<file path="config.mk">
export PLATFORM = sky130hd
export DESIGN_NAME = conv_frame_sched
export DESIGN_NICKNAME = d
export VERILOG_FILES = /design/src/rtl/conv_frame_sched.sv
export SDC_FILE = /design/constraint.sdc
export NUM_CORES = 1
export LEC_CHECK = 0
export CORE_MARGIN = 1.5
export CORE_UTILIZATION = 35
export CTS_BUF_LIST = sky130_fd_sc_hd__clkbuf_16
export DETAILED_ROUTE_END_ITERATION = 8
export RECOVER_POWER = 100
export SLEW_MARGIN = 10
export SYNTH_ARGS = -nofsm -noshare
export SYNTH_HDL_FRONTEND = slang
export SYNTH_SLANG_ARGS = --single-unit
export TNS_END_PERCENT = 1
</file>
<file path="constraint.sdc">
create_clock -name clk -period 2.73 [get_ports clk]
set_input_delay 0.819 -clock clk [delete_from_list [all_inputs] [get_ports clk]]
set_output_delay 0.819 -clock clk [all_outputs]
set_load 0.1 [all_outputs]
</file>
<file path="src/rtl/conv_frame_sched.sv">
// Frame scheduler for the 8x8 -> 6x6 convolution engine: streams source frames through the engine
// and writes each frame's 36 results to destination RAM; a timeout on the engine ends the job with error.
module conv_frame_sched #(
  parameter int IN_PIX  = 64,
  parameter int OUT_PIX = 36,
  parameter int ADDR_W  = 12,
  parameter int FRM_W   = 8,
  parameter int TIMEOUT = 255,
  parameter int FLUSH   = 160
) (
  input  logic              clk,
  input  logic              rst,
  input  logic              start,
  input  logic [FRM_W-1:0]  num_frames,
  input  logic [ADDR_W-1:0] src_base,
  input  logic [ADDR_W-1:0] dst_base,
  output logic              busy,
  output logic              done,
  output logic              error,
  output logic              rd_en,
  output logic [ADDR_W-1:0] rd_addr,
  input  logic [7:0]        rd_data,
  output logic              conv_in_st,
  output logic [7:0]        conv_din,
  input  logic              conv_out_st,
  input  logic [15:0]       conv_dout,
  output logic              wr_en,
  output logic [ADDR_W-1:0] wr_addr,
  output logic [15:0]       wr_data
);
  localparam int CNT_W = $clog2(FLUSH + TIMEOUT + IN_PIX + OUT_PIX);

  typedef enum logic [2:0] {S_FLUSH, S_IDLE, S_LOAD, S_WAIT, S_DRAIN, S_GAP} state_t;

  state_t            state_q, state_d;
  logic [CNT_W-1:0]  cnt_q, cnt_d;
  logic [FRM_W-1:0]  frm_q, frm_d;
  logic [ADDR_W-1:0] src_ptr_q, src_ptr_d;
  logic [ADDR_W-1:0] dst_ptr_q, dst_ptr_d;
  logic              done_q, done_d;
  logic              error_q, error_d;
  logic              wr_en_q, wr_en_d;
  logic [ADDR_W-1:0] wr_addr_q, wr_addr_d;
  logic [15:0]       wr_data_q, wr_data_d;
  logic              rd_vld_q, rd_vld_d;
  logic [7:0]        din_q, din_d;

  // Read strobes come straight from the load counter; RAM data is forwarded the cycle it returns.
  assign rd_en      = (state_q == S_LOAD) && (cnt_q < CNT_W'(IN_PIX));
  assign rd_addr    = rd_en ? (src_ptr_q + ADDR_W'(cnt_q)) : '0;
  assign conv_in_st = (state_q == S_LOAD) && (cnt_q == '0);
  assign conv_din   = rd_vld_q ? rd_data : din_q;
  assign busy       = (state_q == S_LOAD) || (state_q == S_WAIT) ||
                      (state_q == S_DRAIN) || (state_q == S_GAP);
  assign done       = done_q;
  assign error      = error_q;
  assign wr_en      = wr_en_q;
  assign wr_addr    = wr_addr_q;
  assign wr_data    = wr_data_q;

  always_comb begin
    state_d   = state_q;
    cnt_d     = cnt_q;
    frm_d     = frm_q;
    src_ptr_d = src_ptr_q;
    dst_ptr_d = dst_ptr_q;
    done_d    = 1'b0;
    error_d   = error_q;
    wr_en_d   = 1'b0;
    wr_addr_d = wr_addr_q;
    wr_data_d = wr_data_q;
    rd_vld_d  = rd_en;
    din_d     = conv_din;

    case (state_q)
      S_FLUSH: begin
        if (cnt_q == CNT_W'(FLUSH - 1)) begin
          state_d = S_IDLE;
          cnt_d   = '0;
        end else begin
          cnt_d = cnt_q + CNT_W'(1);
        end
      end
      S_IDLE: begin
        if (start) begin
          error_d = 1'b0;
          if (num_frames == '0) begin
            done_d = 1'b1;
          end else begin
            frm_d     = num_frames;
            src_ptr_d = src_base;
            dst_ptr_d = dst_base;
            cnt_d     = '0;
            state_d   = S_LOAD;
          end
        end
      end
      S_LOAD: begin
        if (cnt_q == CNT_W'(IN_PIX)) begin
          state_d   = S_WAIT;
          cnt_d     = '0;
          src_ptr_d = src_ptr_q + ADDR_W'(IN_PIX);
        end else begin
          cnt_d = cnt_q + CNT_W'(1);
        end
      end
      S_WAIT: begin
        if (conv_out_st) begin
          state_d = S_DRAIN;
          cnt_d   = '0;
        end else if (cnt_q == CNT_W'(TIMEOUT - 1)) begin
          state_d = S_IDLE;
          cnt_d   = '0;
          error_d = 1'b1;
          done_d  = 1'b1;
        end else begin
          cnt_d = cnt_q + CNT_W'(1);
        end
      end
      S_DRAIN: begin
        wr_en_d   = 1'b1;
        wr_data_d = conv_dout;
        wr_addr_d = dst_ptr_q + ADDR_W'(cnt_q);
        if (cnt_q == CNT_W'(OUT_PIX - 1)) begin
          state_d   = S_GAP;
          cnt_d     = '0;
          dst_ptr_d = dst_ptr_q + ADDR_W'(OUT_PIX);
        end else begin
          cnt_d = cnt_q + CNT_W'(1);
        end
      end
      S_GAP: begin
        // Two quiet cycles let the engine's output counter wrap before the next load.
        if (cnt_q == CNT_W'(1)) begin
          cnt_d = '0;
          if (frm_q == FRM_W'(1)) begin
            state_d = S_IDLE;
            done_d  = 1'b1;
          end else begin
            frm_d   = frm_q - FRM_W'(1);
            state_d = S_LOAD;
          end
        end else begin
          cnt_d = cnt_q + CNT_W'(1);
        end
      end
      default: state_d = S_FLUSH;
    endcase
  end

  always_ff @(posedge clk) begin
    if (rst) begin
      state_q   <= S_FLUSH;
      cnt_q     <= '0;
      frm_q     <= '0;
      src_ptr_q <= '0;
      dst_ptr_q <= '0;
      done_q    <= 1'b0;
      error_q   <= 1'b0;
      wr_en_q   <= 1'b0;
      wr_addr_q <= '0;
      wr_data_q <= '0;
      rd_vld_q  <= 1'b0;
      din_q     <= '0;
    end else begin
      state_q   <= state_d;
      cnt_q     <= cnt_d;
      frm_q     <= frm_d;
      src_ptr_q <= src_ptr_d;
      dst_ptr_q <= dst_ptr_d;
      done_q    <= done_d;
      error_q   <= error_d;
      wr_en_q   <= wr_en_d;
      wr_addr_q <= wr_addr_d;
      wr_data_q <= wr_data_d;
      rd_vld_q  <= rd_vld_d;
      din_q     <= din_d;
    end
  end
endmodule
</file>
==> results.md, run 1 <==
- Area delta synth->final: 39.5%
- Clk_lat worst skew: 350 ps
- Root Buffer: clkbuf_16
- Routed Antenna Nets: 0
- Crit path cell chain: ha_4 -> fa_2 -> a21oi_2 -> o211ai_1 -> o41ai_2 -> o21ba_2 -> xor2_2 -> nor2_4 -> buf_12
- Drt first pass iters: 4
- Post-Syn Nets: 747
- Post-synthesis sequential area ratio: 33.3%
- Die X: 124 um
- Largest net degree at the start of global routing: 48
- Slowest cell on the critical path: fa_2
- Worst R2R Start: cnt_q[6]
- Initial antenna violation count: 0
- DR vias: 5209
- Failing checks: setup timing
- CP bufs+invs: 1
- TNS Setup: -5290 ps
- Data arrival time of the critical path: 2390 ps
- CP delay by family, top: compound AO/OA/AOI/OAI gates
- Hold Vio Cnt, Final: 0
- Crit path from: cnt_q[0]
- Most used DFF post-synth: dfxtp_1
- CTS buffer count: 9
- HP Class: reg2reg
- Core area: 0.0141 mm^2
- DP Wirelength: 10.8 mm
- Filler cell count: 1351
- Worst-Margin Slew: 1190 ps
- Synth Cell Area: 0.00511 mm^2
- Cells after synthesis: 657
- Number of flops mapped to enable cells by yosys: 0
- Post-synthesis async set-or-reset flop share: 0%
- Crit path largest cell delay: 350 ps
- Reg2reg end: frm_q[2]
- Setup crit start kind: register
- Share of cells above drive strength 1: 15.7%
- Library cells used by synthesis: 66
- Global-route wire length before repair: 23.9 mm
- DP Worst Slack: -270 ps
- Max Fclk: 311 MHz
- CTS Sinks: 85
- WHS Endpoint: wr_data[3]
- Worst Hold Launch: wr_data[3]
- Number of global-route vias before repair: 5032
- Routed WL per cell: 14.7 um
- Fin crit share: 118%
- IO buf count: 113
- Relative slew slack: 20.7%
- Ports: 114
- # setup viols final: 43
- Hold Crit Depth: 2
- Worst Setup Slack, final: -482 ps
- Tmin final: 3210 ps
- Die area: 0.0153 mm^2
- Worst-path clk slew: 60 ps
- Worst IR Drop VDD: 0.306 mV
- Max Slew Vio Count: 0
- Drt total wl: 14.5 mm
- Static leakage power: 2.74 nW
- Status: complete, but fails checks
- WP data required: 1910 ps
- Total grt overflow: 0
- Clock skew: 8.12 ps
- Initial core utilization: 36.3%
- CP max FO: 2
- Overall die height: 124 um
- Syn avg cell area: 7.78 um^2
- H-tree depth: 3
- Hold slack: 456 ps
- R2R Setup Slk: 280 ps
- Net count, final: 887
- All-layer global routing usage: 19.6%
- R2R cell count: 9
- P per Cell Area: 594 mW/mm^2
- Final GP Congestion: 0.920
- Row count: 43
- Worst Path Class, Setup: reg2out
- YS warnings: 0
- RSZ-0062 raised after global routing: yes
- DRC: 0
- Diode count: 0
- Max-Cap Viols: 0
- CTS Buffer Depth: 2
- Worst setup EP type: output pin
- Vias per cell: 5.30
- Synthesized flop and latch total: 85
- CTS tree: yes
- Starting DRC count in detailed routing: 319
-- cell usage in the layout, fill, tap and decap left out, types with 4 or more instances in the layout --
cell,synthesis,routed
nand2_1,105,104
nor3_1,11,9
a21oi_1,62,60
buf_4,0,52
nor2_1,61,52
nor2b_1,5,5
a22oi_1,13,13
xor2_1,14,12
o211ai_1,4,5
o21ai_1,8,8
mux2_1,0,8
nand4_1,11,11
clkdlybuf4s50_1,0,57
nor2_4,0,9
clkbuf_16,0,9
nand2b_1,4,4
o22ai_1,4,4
o21ai_0,20,21
clkbuf_1,28,31
and2_1,13,12
o31ai_1,6,5
dfxtp_1,85,83
a21o_1,6,6
mux2i_1,4,4
ha_1,28,27
inv_1,18,18
buf_12,0,16
nand3_1,30,30
o21bai_1,4,4
nor4_1,3,4
a211oi_1,12,11
and3_1,11,10
clkbuf_2,0,5
xnor2_1,9,9
a31oi_1,6,6
-- area by class of cell --
type | count | area [um^2] | share of cell area, %
Tap cell | 180 | 225 | 3.16
Clock inverter | 7 | 115 | 1.61
Clock buffer | 9 | 225 | 3.16
Multi-Input combinational cell | 517 | 3330 | 46.7
Inverter | 18 | 71.3 | 0.999
Sequential cell | 85 | 1700 | 23.9
Timing Repair Buffer | 166 | 1460 | 20.5
-- kinds of logic after synthesis --
kind of cell             count (synthesis)  synth area share, %
AO/OA/AOI/OAI                          174                 21.9
XOR/XNOR                                23                 3.94
adder cells (fa/ha/maj)                 30                 7.63
buffers and inverters                   55                 4.31
flip-flops                              85                 33.3
multiplexers                            12                 2.54
AND/OR/NAND/NOR                        278                 26.4
-- registers in the layout (all words and copies together) (netlist names) --
name,cells
cnt_q,10
din_q,8
done,1
dst_ptr_q,12
error,1
frm_q,8
rd_vld_q,1
src_ptr_q,12
state_q,3
wr_addr,12
wr_data,16
wr_en,1
-- power by group --
part | total [mW] | internal [mW] | switching, mW
Combinational | 1.40 | 0.559 | 0.844
Clock | 1.41 | 0.890 | 0.515
Sequential | 1.43 | 1.34 | 0.0963
-- Yosys cell counts (all sizes together) (2+ instances only) --
master     n  area, um^2
xnor2      9        78.8
a2111oi    2        17.5
nand3     30         150
nor3b      2        20.0
nand2b     4        25.0
nor3      11        55.1
o31ai      7        57.6
or4        4        33.8
o41ai      4        35.0
nor2b      5        31.3
and3b      3        26.3
o32ai      2        17.5
a31oi      6        37.5
mux2       8        90.1
o21a       3        22.5
mux2i      4        40.0
nor2      61         229
nand2    105         394
o21bai     4        30.0
nand4     11        68.8
a211oi    12        90.1
and4       2        17.5
a41oi      2        17.5
a22oi     13        97.6
ha        28         350
a311oi     3        26.3
a21o       6        45.0
o211ai     5        42.5
a21boi     3        22.5
or3        2        12.5
o22ai      4        25.0
o21ai     30         165
a21oi     63         319
nor4       5        52.6
clkbuf    28         105
and3      11        68.8
nor4b      2        32.5
xor2      14         123
buf        9        47.5
dfxtp     85        1700
inv       18        67.6
or2        4        25.0
fa         2        40.0
and2      13        81.3
-- metrics by stage --
step	std cells	total power [mW]	area (um^2)	utilization, %
CTS	982	4.33	7360	52.2
finish	982	4.24	7140	50.6
global route	982	4.46	7140	50.6
detailed placement	966	2.89	6980	49.5
global placement	966	2.86	6980	49.5
floorplan	657	2.36	5220	-
-- routing by layer --
layer / wire length, um / vias up / global-route usage (%)
met3: 711 / 19 / 4.12
met2: 6790 / 130 / 32.3
met5: 0 / - / 0
li1: - / 2629 / -
met1: 6750 / 2431 / 25.5
met4: 194 / 0 / 6.61
-- worst max path at each step --
| stage | end | slack [ps] | cells past startpoint |
|---|---|---|---|
| 2_1_floorplan | rd_addr[10] | -330 | 8 |
| 3_3_place_gp | rd_addr[10] | -220 | 9 |
| 3_5_place_dp | src_ptr_q[10] | -270 | 8 |
| 4_1_cts | rd_addr[10] | -500 | 9 |
| 5_1_grt | rd_addr[10] | -610 | 9 |
| 6_report | rd_addr[10] | -480 | 9 |
-- worst reg2reg max path: cells and delay by family, from the launching register on --
family                 cells  cell delay [ps]
AND/OR/NAND/NOR            4             1200
buffers and inverters      3              590
flip-flops                 1              320
AO/OA/AOI/OAI              2              260
-- what timing repair did --
action,4_1_cts,5_1_grt
buffers inserted,0,0
endpoints found under the hold margin,0,0
pin swaps,4,1
resized for setup,8,6
setup endpoints to repair,11,22
hold buffers,0,0
cloned,0,0
No activity file was read; power rests on OpenSTA's default activity.
==> run 2, diff against run 1 <==
Settings changed: CORE_UTILIZATION 35 to 40, PLACE_DENSITY set to 0.68.
==> run 2 against run 1 <==
The flow still finishes with violations (setup timing). Via count hardly changed. Global-route usage is 1.4 points higher. Clock skew is 2.7 ps lower. Critical path depth is the same. Routed wire length shrank 2.0%. Design area shrank 1.6%. Register-to-register slack worse by 110 ps. First-iteration DRC count decreased by 0.94%. Die area down 12%. Highest routed layer unchanged.
==> results.md, run 2 (synthesized netlist as in run 1, its figures left out) <==
- WP data required: 1910 ps
- CTS buffer count: 9
- Power share of the clock group: 29.6%
- P_sw: 1.43 mW
- Overall die height: 116 um
- Total grt overflow: 0
- Die area: 0.0135 mm^2
- Area delta synth->final: 37.3%
- Share of cells above drive strength 1: 14.5%
- Most common cell after layout, fill and taps aside: nand2_1
- Worst setup EP type: output pin
- DRC: 0
- Worst-path clk slew: 60 ps
- Core area: 0.0126 mm^2
- Placed Cells: 954
- CTS Buffer Depth: 2
- Hold Crit Depth: 2
- Hold slack: 451 ps
- Clk_lat worst skew: 340 ps
- Hold Vio Cnt, Final: 0
- Worst Setup Slack, final: -464 ps
- Number of post-CTS setup repair buffers: 0
- Flop pwr share: 35.9%
- Max Fclk: 313 MHz
- Starting DRC count in detailed routing: 316
- Drt first pass iters: 5
- Root Buffer: clkbuf_16
- IO buf count: 113
- Failing checks: setup timing
- Initial antenna violation count: 0
- Gate power share: 34.5%
- Setup crit start kind: register
- TNS Setup: -4780 ps
- Reg2reg end: dst_ptr_q[11]
- Max FFs per register: 16
- Drt total wl: 14.2 mm
- Final GP Congestion: 0.883
- All-layer global routing usage: 21.0%
- Max-Cap Viols: 0
- HP Class: reg2reg
- Clock skew: 5.43 ps
- # setup viols final: 31
- Power Internal: 2.57 mW
- Initial core utilization: 40.7%
- Most frequent cells in the layout: 104 x nand2_1, 83 x dfxtp_1, 60 x a21oi_1
- Crit path from: cnt_q[0]
- Global-route wire length before repair: 22.6 mm
- Relative slew slack: 20.2%
- Fin crit share: 117%
- Vias per cell: 5.37
- Worst Path Class, Setup: reg2out
- Switching Fraction: 35.8%
- Ports: 114
- Number of global-route vias before repair: 4860
- DP Worst Slack: -264 ps
- Data arrival time of the critical path: 2370 ps
- Crit path to: rd_addr[10]
- Worst IR Drop VDD: 0.488 mV
- Diode count: 0
- Placed Area: 0.00694 mm^2
- Die X: 116 um
- Routed WL per cell: 14.6 um
- R2R Setup Slk: 170 ps
- P per Cell Area: 570 mW/mm^2
- CP max FO: 2
- Status: complete, but fails checks
- Filler cell count: 1183
- CTS Sinks: 85
- DP Wirelength: 10.5 mm
- CTS tree: yes
- Worst R2R Start: state_q[1]
- DR vias: 5206
- Routed Antenna Nets: 0
- H-tree depth: 3
- Static leakage power: 2.68 nW
- Worst-Margin Slew: 1200 ps
- R2R cell count: 7
- Layout Cells excl Fill: 970
- Tmin final: 3190 ps
- Max Slew Vio Count: 0
- RSZ-0062 raised after global routing: yes
- Row count: 41
- Net count, final: 883
- Largest net degree at the start of global routing: 43
- Design area: 0.00702 mm^2
run 2: changes by cell type in the layout (fill, tap and decap cells not counted), moves of 2 or more:
cell / change
clkbuf_1: +4
clkbuf_2: -3
clkinv_1: +3
bufinv_16: -2
clkbuf_4: +2
buf_4: -5
run 2: power by group through the flow:
| stage | Clock (mW) | Sequential (mW) | Combinational (mW) |
|---|---|---|---|
| finish | 1.18 | 1.44 | 1.38 |
| global route | 1.26 | 1.45 | 1.50 |
| CTS | 1.22 | 1.43 | 1.43 |
| detailed placement | 0 | 1.46 | 1.42 |
| global placement | 0 | 1.45 | 1.39 |
| floorplan | 0 | 1.47 | 0.883 |
run 2: final cells by class:
cell class                      instances  area [um^2]  area share (%)
Multi-Input combinational cell        517         3340            47.5
Sequential cell                        85         1700            24.3
Timing Repair Buffer                  162         1410            20.1
Clock buffer                            9          225            3.21
Tap cell                              172          215            3.06
Inverter                               18         71.3            1.02
Clock inverter                          7         57.6           0.820
run 2: metal layers:
| metal | routed length, um | track usage (%) | vias to the layer above | share of wire, % |
|---|---|---|---|---|
| met5 | 0 | 0 | - | 0 |
| met4 | 148 | 6.34 | 0 | 1.0 |
| met3 | 686 | 4.92 | 12 | 4.8 |
| met2 | 6820 | 35.2 | 125 | 48 |
| met1 | 6500 | 26.8 | 2451 | 46 |
| li1 | - | - | 2618 | - |
run 2: worst min path at each step:
| stage | endpoint | startpoint | slack [ps] |
|---|---|---|---|
| finish | wr_data[11] | wr_data[11] | 450 |
| global route | wr_data[11] | wr_data[11] | 470 |
| CTS | wr_data[11] | wr_data[11] | 460 |
| detailed placement | wr_data[11] | wr_data[11] | 450 |
| global placement | wr_data[1] | wr_data[1] | 440 |
| floorplan | dst_ptr_q[0] | dst_ptr_q[0] | 440 |
run 2: critical path, stage by stage, from the launching register on:
cell and delay (ps):
dfxtp_2 330, ha_4 160, fa_2 340, a21oi_2 160
o211ai_1 130, o41ai_2 300, o21ba_2 210, xor2_2 180
nor2_4 60, buf_12 160
run 2: what timing repair did:
action | in CTS | in global routing
setup endpoints to repair | 10 | 28
resized for setup | 6 | 5
hold buffers | 0 | 0
pin swaps | 3 | 0
run 2: per-stage QoR:
| stage | util (%) | total power, mW |
|---|---|---|
| CTS | 57.8 | 4.08 |
| global placement | 55.3 | 2.84 |
| detailed placement | 55.3 | 2.87 |
| global route | 55.9 | 4.21 |
| floorplan | - | 2.36 |
| finish | 55.9 | 4.00 |
==> run 3, diff against run 2 <==
Settings changed: DONT_BUFFER_PORTS set to 1, PLACE_DENSITY 0.68 to not set.
==> run 3 against run 2 <==
The run still ends with setup timing left. Non-clock buffer count down 79. Register-to-register slack lost 90 ps. Clock power barely moved. Hold slack about the same. Critical path type unchanged. Critical endpoint unchanged. Highest routed layer unchanged.
==> results.md, run 3 (synthesized netlist as in run 1, its figures left out) <==
- Hold Vio Cnt, Final: 0
- Vias per cell: 5.55
- Number of global-route vias before repair: 4711
- Max Fclk: 314 MHz
- Largest net degree at the start of global routing: 70
- Worst-Margin Slew: 1250 ps
- Total grt overflow: 0
- Placed Cells: 875
- TNS Setup: -2470 ps
- Worst setup EP type: output pin
- Global-route wire length before repair: 21.9 mm
- Most frequent cells in the layout: 105 x nand2_1, 83 x dfxtp_1, 61 x a21oi_1
- Drt total wl: 13.5 mm
- Routed WL per cell: 15.1 um
- Crit path from: cnt_q[0]
- Die area: 0.0135 mm^2
- Layout Cells excl Fill: 891
- Worst IR Drop VDD: 0.371 mV
- Share of cells above drive strength 1: 12.8%
- H-tree depth: 3
- DR vias: 4941
- Setup crit start kind: register
- Relative slew slack: 16.8%
- Ports: 114
- Slowest cell on the critical path: fa_2
- R2R Setup Slk: 80 ps
- Root Buffer: clkbuf_16
- DRC: 0
- Initial core utilization: 40.7%
- Placed Area: 0.00608 mm^2
- Core area: 0.0126 mm^2
- Static leakage power: 2.34 nW
- Crit path to: rd_addr[10]
- Clk_lat worst skew: 350 ps
- HP Class: reg2reg
- CTS Buffer Depth: 2
- Final Core Density: 49.9%
- Crit path cell chain: ha_4 -> fa_2 -> a21oi_2 -> o211ai_1 -> o41ai_2 -> o21ba_2 -> xor2_2 -> nor2_4 -> buf_12
- All-layer global routing usage: 20.5%
- DP Wirelength: 10.1 mm
- Starting DRC count in detailed routing: 267
- Failing checks: setup timing
- Drt first pass iters: 5
- R2R cell count: 8
- Max-Cap Viols: 0
- Max FFs per register: 16
- Worst-path clk slew: 60 ps
- IO buf count: 0
- Net count, final: 804
- Row count: 41
- Routed Antenna Nets: 0
- CTS tree: yes
- Filler cell count: 1254
- Diode count: 0
- Fin crit share: 117%
- Reg2reg end: wr_addr[9]
- Worst Path Class, Setup: reg2out
- Status: complete, but fails checks
- CTS Sinks: 85
- Design area: 0.00627 mm^2
- Max Slew Vio Count: 0
- WP data required: 1910 ps
- Clock skew: 6.91 ps
- Area delta synth->final: 22.6%
- Crit path largest cell delay: 350 ps
- Final total power: 3.84 mW
- Tmin final: 3180 ps
- Worst R2R Start: cnt_q[6]
- Data arrival time of the critical path: 2360 ps
- # setup viols final: 11
- Overall die height: 116 um
- Final GP Congestion: 0.926
- CTS buffer count: 9
- Most common cell after layout, fill and taps aside: nand2_1
- Worst Setup Slack, final: -451 ps
- CP max FO: 2
- Initial antenna violation count: 0
- P per Cell Area: 613 mW/mm^2
- RSZ-0062 raised after global routing: yes
- Die X: 116 um
run 3: area by class of cell:
cell class,count,area (um^2),share of cell area (%)
clock buffers,9,225,3.59
inverters,18,71.3,1.14
flip-flops and latches,85,1700,27.2
well taps,172,215,3.43
clock inverters,7,66.3,1.06
multi-input cells,517,3330,53.2
repair buffers,83,653,10.4
run 3: stage by stage:
| step | hold slack (ps) | worst slack, ps |
|---|---|---|
| after floorplan | 436 | -333 |
| after global placement | 438 | -216 |
| after detailed placement | 445 | -223 |
| after CTS | 453 | -473 |
| after global routing | 484 | -570 |
| final | 452 | -451 |
run 3: where the power goes:
group / internal (mW) / switching [mW]
combinational: 0.408 / 0.792
sequential: 1.34 / 0.0973
clock: 0.704 / 0.507
run 3: repair_timing:
item,4_1_cts,5_1_grt
pin swaps,4,1
resized for setup,7,3
endpoints found under the setup margin,10,10
hold buffers,0,0
endpoints found under the hold margin,0,0
buffers inserted,0,0
run 3: metal layers:
| layer | wire length, um | vias up | share of wire (%) | GRT usage, % |
|---|---|---|---|---|
| li1 | - | 2454 | - | - |
| met2 | 6380 | 138 | 47 | 34.0 |
| met4 | 265 | 0 | 2.0 | 6.75 |
| met5 | 0 | - | 0 | 0 |
| met3 | 895 | 22 | 6.6 | 6.75 |
| met1 | 5930 | 2327 | 44 | 25.1 |
run 3: worst min path at each step:
| stage | from | to | slack [ps] | depth (start not counted) |
|---|---|---|---|---|
| after detailed placement | dst_ptr_q[0] | dst_ptr_q[0] | 440 | 2 |
| after global placement | wr_data[15] | wr_data[15] | 440 | 2 |
| final | dst_ptr_q[0] | dst_ptr_q[0] | 450 | 2 |
| after floorplan | dst_ptr_q[0] | dst_ptr_q[0] | 440 | 2 |
| after global routing | src_ptr_q[2] | src_ptr_q[2] | 480 | 2 |
| after CTS | dst_ptr_q[0] | dst_ptr_q[0] | 450 | 2 |
run 3: worst max-delay path, delay by kind of cell, from the launching register on:
kind	cells	cell delay, ps
XOR/XNOR	1	180
adder cells (fa/ha/maj)	2	510
AND/OR/NAND/NOR	1	60
AO/OA/AOI/OAI	4	760
flip-flops	1	340
buffers and inverters	1	160
